**src/rtl/mem_pkg.sv**
```systemverilog
// mem_pkg: shared definitions for the memory-stage access path.
//   MW_*    : MEM_MemWidth encodings (2'b11 is handled as a word).
//   state_e : access FSM states.
package mem_pkg;

  localparam logic [1:0] MW_BYTE = 2'b00;
  localparam logic [1:0] MW_HALF = 2'b01;
  localparam logic [1:0] MW_WORD = 2'b10;

  typedef enum logic [1:0] {
    S_IDLE = 2'd0,
    S_BUSY = 2'd1,
    S_DONE = 2'd2
  } state_e;

endpackage

```
**src/rtl/mem_access_unit_load_extract.sv**
```systemverilog
// load_extract: combinational load-lane select plus sign/zero extension.
//   rdata   in  32 : aligned word from memory
//   addr_lo in  2  : byte address bits [1:0]
//   width   in  2  : MW_BYTE / MW_HALF / word (anything else)
//   signext in  1  : 1 sign-extends narrow loads, 0 zero-extends
//   result  out 32 : extracted, extended load value
module load_extract
  import mem_pkg::*;
(
  input  logic [31:0] rdata,
  input  logic [1:0]  addr_lo,
  input  logic [1:0]  width,
  input  logic        signext,
  output logic [31:0] result
);

  logic [7:0]  byte_lane;
  logic [15:0] half_lane;

  always_comb begin
    byte_lane = rdata[7:0];
    case (addr_lo)
      2'd1:    byte_lane = rdata[15:8];
      2'd2:    byte_lane = rdata[23:16];
      2'd3:    byte_lane = rdata[31:24];
      default: byte_lane = rdata[7:0];
    endcase
    half_lane = addr_lo[1] ? rdata[31:16] : rdata[15:0];

    case (width)
      MW_BYTE: result = {{24{signext & byte_lane[7]}}, byte_lane};
      MW_HALF: result = {{16{signext & half_lane[15]}}, half_lane};
      default: result = rdata;
    endcase
  end

endmodule

```
**src/rtl/mem_access_unit.sv**
```systemverilog
// mem_access_unit: turns a MEM-stage load/store into one handshaked,
// word-aligned data-memory bus transaction and returns the extended load
// data in MEM_dmOut. MEM_stall holds the pipeline while it is outstanding.
//   MEM_* inputs : address, store data, read/write, width, sign-extend
//   MEM_dmOut    : registered load result (0 after a bus timeout)
//   MEM_stall    : combinational pipeline freeze
//   MEM_addrErr  : combinational misaligned-access flag (no bus access)
//   MEM_busErr   : one-cycle registered timeout pulse
//   bus_*        : registered request side; bus_rdata/bus_ack return side
module mem_access_unit
  import mem_pkg::*;
#(
  parameter int unsigned BUS_TIMEOUT = 255
) (
  input  logic        clk,
  input  logic        rst_n,
  input  logic [31:0] MEM_aluResult,
  input  logic [31:0] MEM_storeData,
  input  logic        MEM_MemRead,
  input  logic        MEM_MemWrite,
  input  logic [1:0]  MEM_MemWidth,
  input  logic        MEM_MemSignExt,
  output logic [31:0] MEM_dmOut,
  output logic        MEM_stall,
  output logic        MEM_addrErr,
  output logic        MEM_busErr,
  output logic        bus_req,
  output logic        bus_we,
  output logic [31:0] bus_addr,
  output logic [3:0]  bus_be,
  output logic [31:0] bus_wdata,
  input  logic [31:0] bus_rdata,
  input  logic        bus_ack
);

  // Counter value seen on the last allowed BUSY cycle.
  localparam logic [7:0] CNT_LAST = 8'(BUS_TIMEOUT - 1);

  state_e      state_q, state_d;
  logic [7:0]  cnt_q, cnt_d;
  logic        req_q, req_d;
  logic        we_q, we_d;
  logic [31:0] addr_q, addr_d;
  logic [3:0]  be_q, be_d;
  logic [31:0] wdata_q, wdata_d;
  logic [31:0] dm_q, dm_d;
  logic        berr_q, berr_d;
  // Copies used for extraction so input changes during BUSY are ignored.
  logic [1:0]  width_q, width_d;
  logic [1:0]  alo_q, alo_d;
  logic        sext_q, sext_d;

  logic        access, misaligned, is_half, is_word;
  logic [3:0]  be_new;
  logic [31:0] wdata_new, load_val;

  assign access     = MEM_MemRead | MEM_MemWrite;
  assign is_half    = (MEM_MemWidth == MW_HALF);
  assign is_word    = MEM_MemWidth[1];
  assign misaligned = (is_half & MEM_aluResult[0]) |
                      (is_word & (MEM_aluResult[1:0] != 2'b00));

  always_comb begin
    if (is_word) begin
      be_new    = 4'b1111;
      wdata_new = MEM_storeData;
    end else if (is_half) begin
      be_new    = MEM_aluResult[1] ? 4'b1100 : 4'b0011;
      wdata_new = {2{MEM_storeData[15:0]}};
    end else begin
      be_new    = 4'b0001 << MEM_aluResult[1:0];
      wdata_new = {4{MEM_storeData[7:0]}};
    end
  end

  load_extract u_extract (
    .rdata   (bus_rdata),
    .addr_lo (alo_q),
    .width   (width_q),
    .signext (sext_q),
    .result  (load_val)
  );

  always_comb begin
    state_d     = state_q;
    cnt_d       = cnt_q;
    req_d       = req_q;
    we_d        = we_q;
    addr_d      = addr_q;
    be_d        = be_q;
    wdata_d     = wdata_q;
    dm_d        = dm_q;
    berr_d      = 1'b0;
    width_d     = width_q;
    alo_d       = alo_q;
    sext_d      = sext_q;
    MEM_stall   = 1'b0;
    MEM_addrErr = 1'b0;

    case (state_q)
      S_IDLE: begin
        if (access) begin
          if (misaligned) begin
            MEM_addrErr = 1'b1;
          end else begin
            MEM_stall = 1'b1;
            req_d     = 1'b1;
            we_d      = MEM_MemWrite;
            addr_d    = {MEM_aluResult[31:2], 2'b00};
            be_d      = be_new;
            wdata_d   = wdata_new;
            width_d   = MEM_MemWidth;
            alo_d     = MEM_aluResult[1:0];
            sext_d    = MEM_MemSignExt;
            cnt_d     = 8'd0;
            state_d   = S_BUSY;
          end
        end
      end
      S_BUSY: begin
        MEM_stall = 1'b1;
        // Ack is tested first so it wins over a coinciding timeout.
        if (bus_ack) begin
          req_d   = 1'b0;
          if (!we_q) dm_d = load_val;
          state_d = S_DONE;
        end else if (cnt_q == CNT_LAST) begin
          req_d   = 1'b0;
          dm_d    = 32'd0;
          berr_d  = 1'b1;
          state_d = S_DONE;
        end else begin
          cnt_d = cnt_q + 8'd1;
        end
      end
      S_DONE:  state_d = S_IDLE;
      default: state_d = S_IDLE;
    endcase
  end

  always_ff @(posedge clk or negedge rst_n) begin
    if (!rst_n) begin
      state_q <= S_IDLE;
      cnt_q   <= 8'd0;
      req_q   <= 1'b0;
      we_q    <= 1'b0;
      addr_q  <= 32'd0;
      be_q    <= 4'd0;
      wdata_q <= 32'd0;
      dm_q    <= 32'd0;
      berr_q  <= 1'b0;
      width_q <= 2'd0;
      alo_q   <= 2'd0;
      sext_q  <= 1'b0;
    end else begin
      state_q <= state_d;
      cnt_q   <= cnt_d;
      req_q   <= req_d;
      we_q    <= we_d;
      addr_q  <= addr_d;
      be_q    <= be_d;
      wdata_q <= wdata_d;
      dm_q    <= dm_d;
      berr_q  <= berr_d;
      width_q <= width_d;
      alo_q   <= alo_d;
      sext_q  <= sext_d;
    end
  end

  assign MEM_dmOut  = dm_q;
  assign MEM_busErr = berr_q;
  assign bus_req    = req_q;
  assign bus_we     = we_q;
  assign bus_addr   = addr_q;
  assign bus_be     = be_q;
  assign bus_wdata  = wdata_q;

endmodule

```
**config.mk**
```make
export PLATFORM = sky130hd
export DESIGN_NAME = mem_access_unit
export DESIGN_NICKNAME = d
export VERILOG_FILES = /design/src/rtl/mem_pkg.sv /design/src/rtl/mem_access_unit_load_extract.sv /design/src/rtl/mem_access_unit.sv
export SDC_FILE = /design/constraint.sdc
export NUM_CORES = 1
export LEC_CHECK = 0
export ABC_AREA = 1
export CORE_MARGIN = 2
export CORE_UTILIZATION = 46
export DETAILED_ROUTE_END_ITERATION = 10
export PLACE_DENSITY = 0.8
export SYNTH_ARGS = -nofsm -noshare
export SYNTH_HDL_FRONTEND = slang
export SYNTH_SLANG_ARGS = --single-unit
```
**constraint.sdc**
```tcl
create_clock -name clk -period 2.1 [get_ports clk]
set_input_delay 0.63 -clock clk [delete_from_list [all_inputs] [get_ports clk]]
set_output_delay 0.63 -clock clk [all_outputs]
set_load 0.005 [all_outputs]
```
# Word level (Yosys, flattened, before mapping)
# Index checks and enable logic that the tools add are counted.
[classes]
mux = 35
reduce_logical = 10
n_eq_ne = 13
n_addsub = 1
shifts = 1
bitwise_logic = 7
[op_table]
columns = ["op", "n"]
rows = [
  ["$mux 32", 5],
  ["$pmux 32 s2", 1],
  ["$mux 8", 4],
  ["$pmux 8 s3", 1],
  ["$mux 16", 1],
  ["$pmux 8 s2", 1],
  ["$mux 1", 12],
  ["$mux 4", 3],
  ["$ne 2x2->1 const B", 5],
  ["$reduce_and 3->1", 3],
  ["$add 8x1->8 const B", 1],
  ["$eq 2x1->1 const B", 4],
  ["$eq 8x8->1 const B", 1],
  ["$mux 2", 4],
  ["$reduce_bool 2->1", 3],
  ["$reduce_and 5->1", 1],
  ["$and 1x1->1", 4],
  ["$eq 2x2->1 const B", 2],
  ["$logic_not 2->1", 2],
  ["$pmux 1 s2", 2],
  ["$pmux 2 s2", 1],
  ["$reduce_and 4->1", 1],
  ["$shl 1x2->4 const A", 1],
  ["$ne 3x3->1 const B", 1],
  ["other kinds (2)", 3],
]
[word_totals]
regBits = 116
elab_cells = 79

# Depth between registers and ports, before layout
[depth]
word_depth = 6
ltp_mapped = 9
depth_no_buf = 9

# Hierarchy
# A second synthesis with hierarchy kept.
[hier_totals]
hier_cells = 784
area_unflattened_um2 = 6049.6
[modules_own_cells]
columns = ["mod", "n_inst", "area_per_inst_um2", "cells_per_inst", "seq_area_each_um2"]
rows = [
  ["mem_access_unit", 1, 5161.2, 616, 2902.8],
  ["load_extract", 1, 888.4, 168, 0.0],
]

# Worst setup path after synthesis
# Ideal clock, no wire load.
[synth_timing]
kind = "input to output"
from = "input port MEM_aluResult[0]"
to = "output port MEM_stall"
arrival_time_ns = 1.404
required_ns = 1.470
n_path_buf = 2
stages = 7
slack_ns = 0.066
path_cell_list = "inv_1 nand2_1 o21ai_1 nand2_1 buf_2 buf_2 nand2_1"
[synth_via]
elab_chain_len = 6
elab_cells_between_ends = 7
[synth_rtl]
columns = ["item", "line", "rtl"]
rows = [
  ["start, declared", "mem_access_unit.sv:17", "input logic [31:0] MEM_aluResult,"],
  ["$reduce_bool 2->1", "mem_access_unit.sv:61", "(is_word & (MEM_aluResult[1:0] != 2'b00));"],
  ["$and 1x1->1", "mem_access_unit.sv:61", ""],
  ["$or 1x1->1 *", "mem_access_unit.sv:60", "assign misaligned = (is_half & MEM_aluResult[0]) |"],
  ["$mux 1 *", "mem_access_unit.sv:103", "if (misaligned) begin"],
  ["$mux 1 *", "mem_access_unit.sv:102", "if (access) begin"],
  ["$pmux 1 s2 *", "mem_access_unit.sv:100", "case (state_q)"],
  ["end, declared", "mem_access_unit.sv:24", "output logic MEM_stall,"],
]
# Mark *: on every way between the ends. The rest lies on a longest branch, timed or not.

# Final worst setup path
[layout_timing]
from = "input port MEM_MemWidth[0]"
to = "output port MEM_stall"
[layout_via]
elab_chain_len = 6
[layout_rtl]
columns = ["item", "line", "rtl"]
rows = [
  ["start, declared", "mem_access_unit.sv:21", "input logic [1:0] MEM_MemWidth,"],
  ["$eq 2x1->1", "mem_access_unit.sv:58", "assign is_half = (MEM_MemWidth == MW_HALF);"],
  ["$and 1x1->1", "mem_access_unit.sv:60", ""],
  ["$or 1x1->1", "mem_access_unit.sv:60", ""],
  ["$mux 1", "mem_access_unit.sv:103", ""],
  ["$mux 1", "mem_access_unit.sv:102", ""],
  ["$pmux 1 s2", "mem_access_unit.sv:100", ""],
]
# Every way passes these cells.

==> impl_metrics.yaml <==
drt:
  vias: 5901
  route.detailed.drc: 0
  drtIter0Drc: 539
  ant_nets: 0
  vias_per_cell: 5.12
  wl_per_cell_um: 15.5
  first_pass_iters: 5
  routed_wl_um: 17900
clock_tree:
  root_buffer: "clkbuf_16"
  htreeDepth: 4
  tritoncts: "done"
  numCtsBuffers: 17
  clock_sinks: 116
  holdBufCountCts: 0
  cts.path.max_buffers: 2
  clk_latency_ps: 420
  clk_pin_slew_ps: 50
timing:
  worst-slew-pin-transition_ps: 547
  min_period_ps: 2060
  fmax_mhz: 486
  finalHoldViolCount: 0
  rsz0062_at_grt: "false"
  fin_crit_sh_pct: 98.0
  skew_ps: 8.38
  setup_viol: 0
  maxSlewViolCount: 0
  finalSetupTns_ps: 0
  slew_headroom_pct: 63.4
final_layout:
  design_area_um2: 9000
  fin_nets: 1077
  multiInputGateArea_um2: 2660
  finalNonFillerCells: 1152
  regArea_um2: 2900
  area_growth_syn_to_layout_pct: 50.8
  drive_above_1_share_pct: 14.8
  nFillCells: 992
  antenna_cells: 0
setup_path:
  worst_path_max_delay_cell: "dlygate4sd2_1"
  critPathTopFamily: "buffers and inverters"
  crit_type: "in -> out"
  cp.arrival_ps: 1430
  cp_common_cell: "nand2_2"
  crit_chain: "dlygate4sd2_1 > o21ai_4 > nand2_2 > nand2_2 > buf_2"
  worstPathMaxFanout: 2
  r2r_setup_slack_ps: 100
  worstSetupEndpointType: "output port"
  path_buf_inv: 2
  crit_path_max_incr_delay_ps: 280
  critPathRequiredTime_ps: 1470
  crit_path_start_kind: "primary input"
floorplanning:
  die-area_um2: 13900
  ios: 209
  fp.dieW_um: 118
  die_y_um: 118
  core_um2: 12600
  initial_core_util_pct: 47.3
  rows: 41
place:
  place_inst: 1111
  hpwl_um: 12600
  postPlaceCellArea_um2: 8320
  place_congestion: 0.862
  port-buffer-count: 206
logic_synthesis:
  mappedNetlistArea_um2: 5970
  synthTopCellsByArea: "dfrtp_1 49%, nand2_1 18%, nand3_2 5.4%, o21ai_0 4.4%, nand3_1 3.3%"
  yosys.cell_types.count: 35
  synth_common_cells: "291 x nand2_1, 116 x dfrtp_1, 53 x o21ai_0"
  synth-edff-count: 0
  ys.flop_type: "dfrtp_1"
  ys_warn_count: 0
  yosysSeqAreaShare_pct: 48.6
  ys_async_sr_fraction_pct: 100
  netlist_instances: 739
  yosysMostFrequentCell: "nand2_1"
  avgSynthCellArea_um2: 8.08
  ys_ff_latch: 116
  synth_top_area_share_pct: 48.6
  synth_top_cell_by_area: "dfrtp_1"
job:
  drv_cap: 0
global_routing:
  grt_usage_pct: 26.2
  grt.overflow.total: 0
  grt_max_degree: 53
  antenna_found_initial: 0
  grt_pass1_vias: 5861
  grt_pass1_wl_um: 29100
worst_hold_path:
  holdCritPathClass: "in -> async"
run_status:
  status: "complete, no violations"
power_and_ir_drop:
  ir_drop_mv: 0.639
  powerDensity_nw_per_um2: 1230
  p_leak_nw: 4.37
[stage by stage]
stage | setup slack (ps) | hold WS (ps) | total power, mW | utilization [%]
after floorplan | 65.7 | 334 | 5.69 | -
after global placement | -737 | 461 | 8.15 | 65.9
after detailed placement | -744 | 464 | 8.24 | 65.9
after CTS | 6.71 | 134 | 11.1 | 71.3
after global routing | 5.49 | 153 | 11.8 | 71.3
final | 42.7 | 142 | 11.1 | 71.3
[placed cells by master, fill, tap and decap left out, drive strengths merged, types with 2 or more instances in the layout]
cell type	netlist	layout
nand2	295	295
nand4	5	5
xor2	4	4
o21ai	57	57
dfrtp	116	116
nor2	41	41
clkdlybuf4s50	0	197
clkinv	2	4
conb	1	2
ha	2	2
a31oi	11	11
nand3	72	72
inv	40	40
buf	33	52
bufinv	0	2
clkbuf	9	24
dlygate4sd2	0	4
a21oi	44	44
[worst register-to-register path: cells and delay by family, from the launching register on]
| kind | cells | cell delay (ps) |
|---|---|---|
| AOI/OAI and AO/OA | 2 | 240 |
| buffers and inverters | 6 | 810 |
| DFF | 1 | 370 |
| and+or+nand+nor | 3 | 510 |
[area by class of cell]
type / instances / share of cell area [%]
inverter: 42 / 1.78
multi-input combinational: 540 / 29.5
timing repair buffer: 254 / 27.9
sequential: 116 / 32.3
clock inverter: 5 / 0.862
clock buffer: 23 / 5.31
tap: 172 / 2.39
[routing by layer]
| metal | up-vias | GRT usage, % | share of wire, % |
|---|---|---|---|
| met2 | 268 | 40.1 | 45 |
| met1 | 2751 | 33.1 | 42 |
| met5 | - | 0 | 0 |
| met4 | 0 | 11.4 | 2.8 |
| met3 | 40 | 10.2 | 10 |
| li1 | 2842 | - | - |
[final timing paths]
path | cells after the start | start | endpoint
min in group clk | 2 | bus_addr[16] | bus_addr[16]
min | 1 | rst_n | MEM_dmOut[30]
max | 5 | MEM_MemWidth[0] | MEM_stall
max reg2reg | 11 | state_q[0] | alo_q[1]
min reg2reg | 2 | bus_addr[16] | bus_addr[16]
max in group asynchronous | 2 | rst_n | MEM_dmOut[6]
[power by group]
part	total, mW	switching, mW	internal [mW]	leakage, nW
clock	2.77	0.965	1.80	0.271
sequential	3.77	0.621	3.15	1.46
combinational	4.53	2.05	2.48	2.64
[registers in the layout, indices dropped and copies added (netlist names), 2 cells and up]
| signal | cells |
|---|---|
| width_q | 2 |
| bus_wdata | 32 |
| alo_q | 2 |
| MEM_dmOut | 32 |
| cnt_q | 8 |
| bus_be | 4 |
| bus_addr | 30 |
| state_q | 2 |
[cell families after synthesis]
logic type | after synthesis | share of synthesized area [%]
AOI/OAI and AO/OA | 117 | 10.6
xor gates and xnor gates | 4 | 0.587
adders and majority gates | 2 | 0.419
buffers and inverters | 84 | 7.61
DFF | 116 | 48.6
other | 1 | 0.0628
and+or+nand+nor | 415 | 32.1
[what timing repair did]
item | CTS | global route
cloned | 0 | 0
endpoints found under the setup margin | 78 | 80
setup buffers | 14 | 0
pin swaps | 5 | 5
gates resized for setup | 31 | 8
Note: power is estimated with default switching activity, not from simulation.
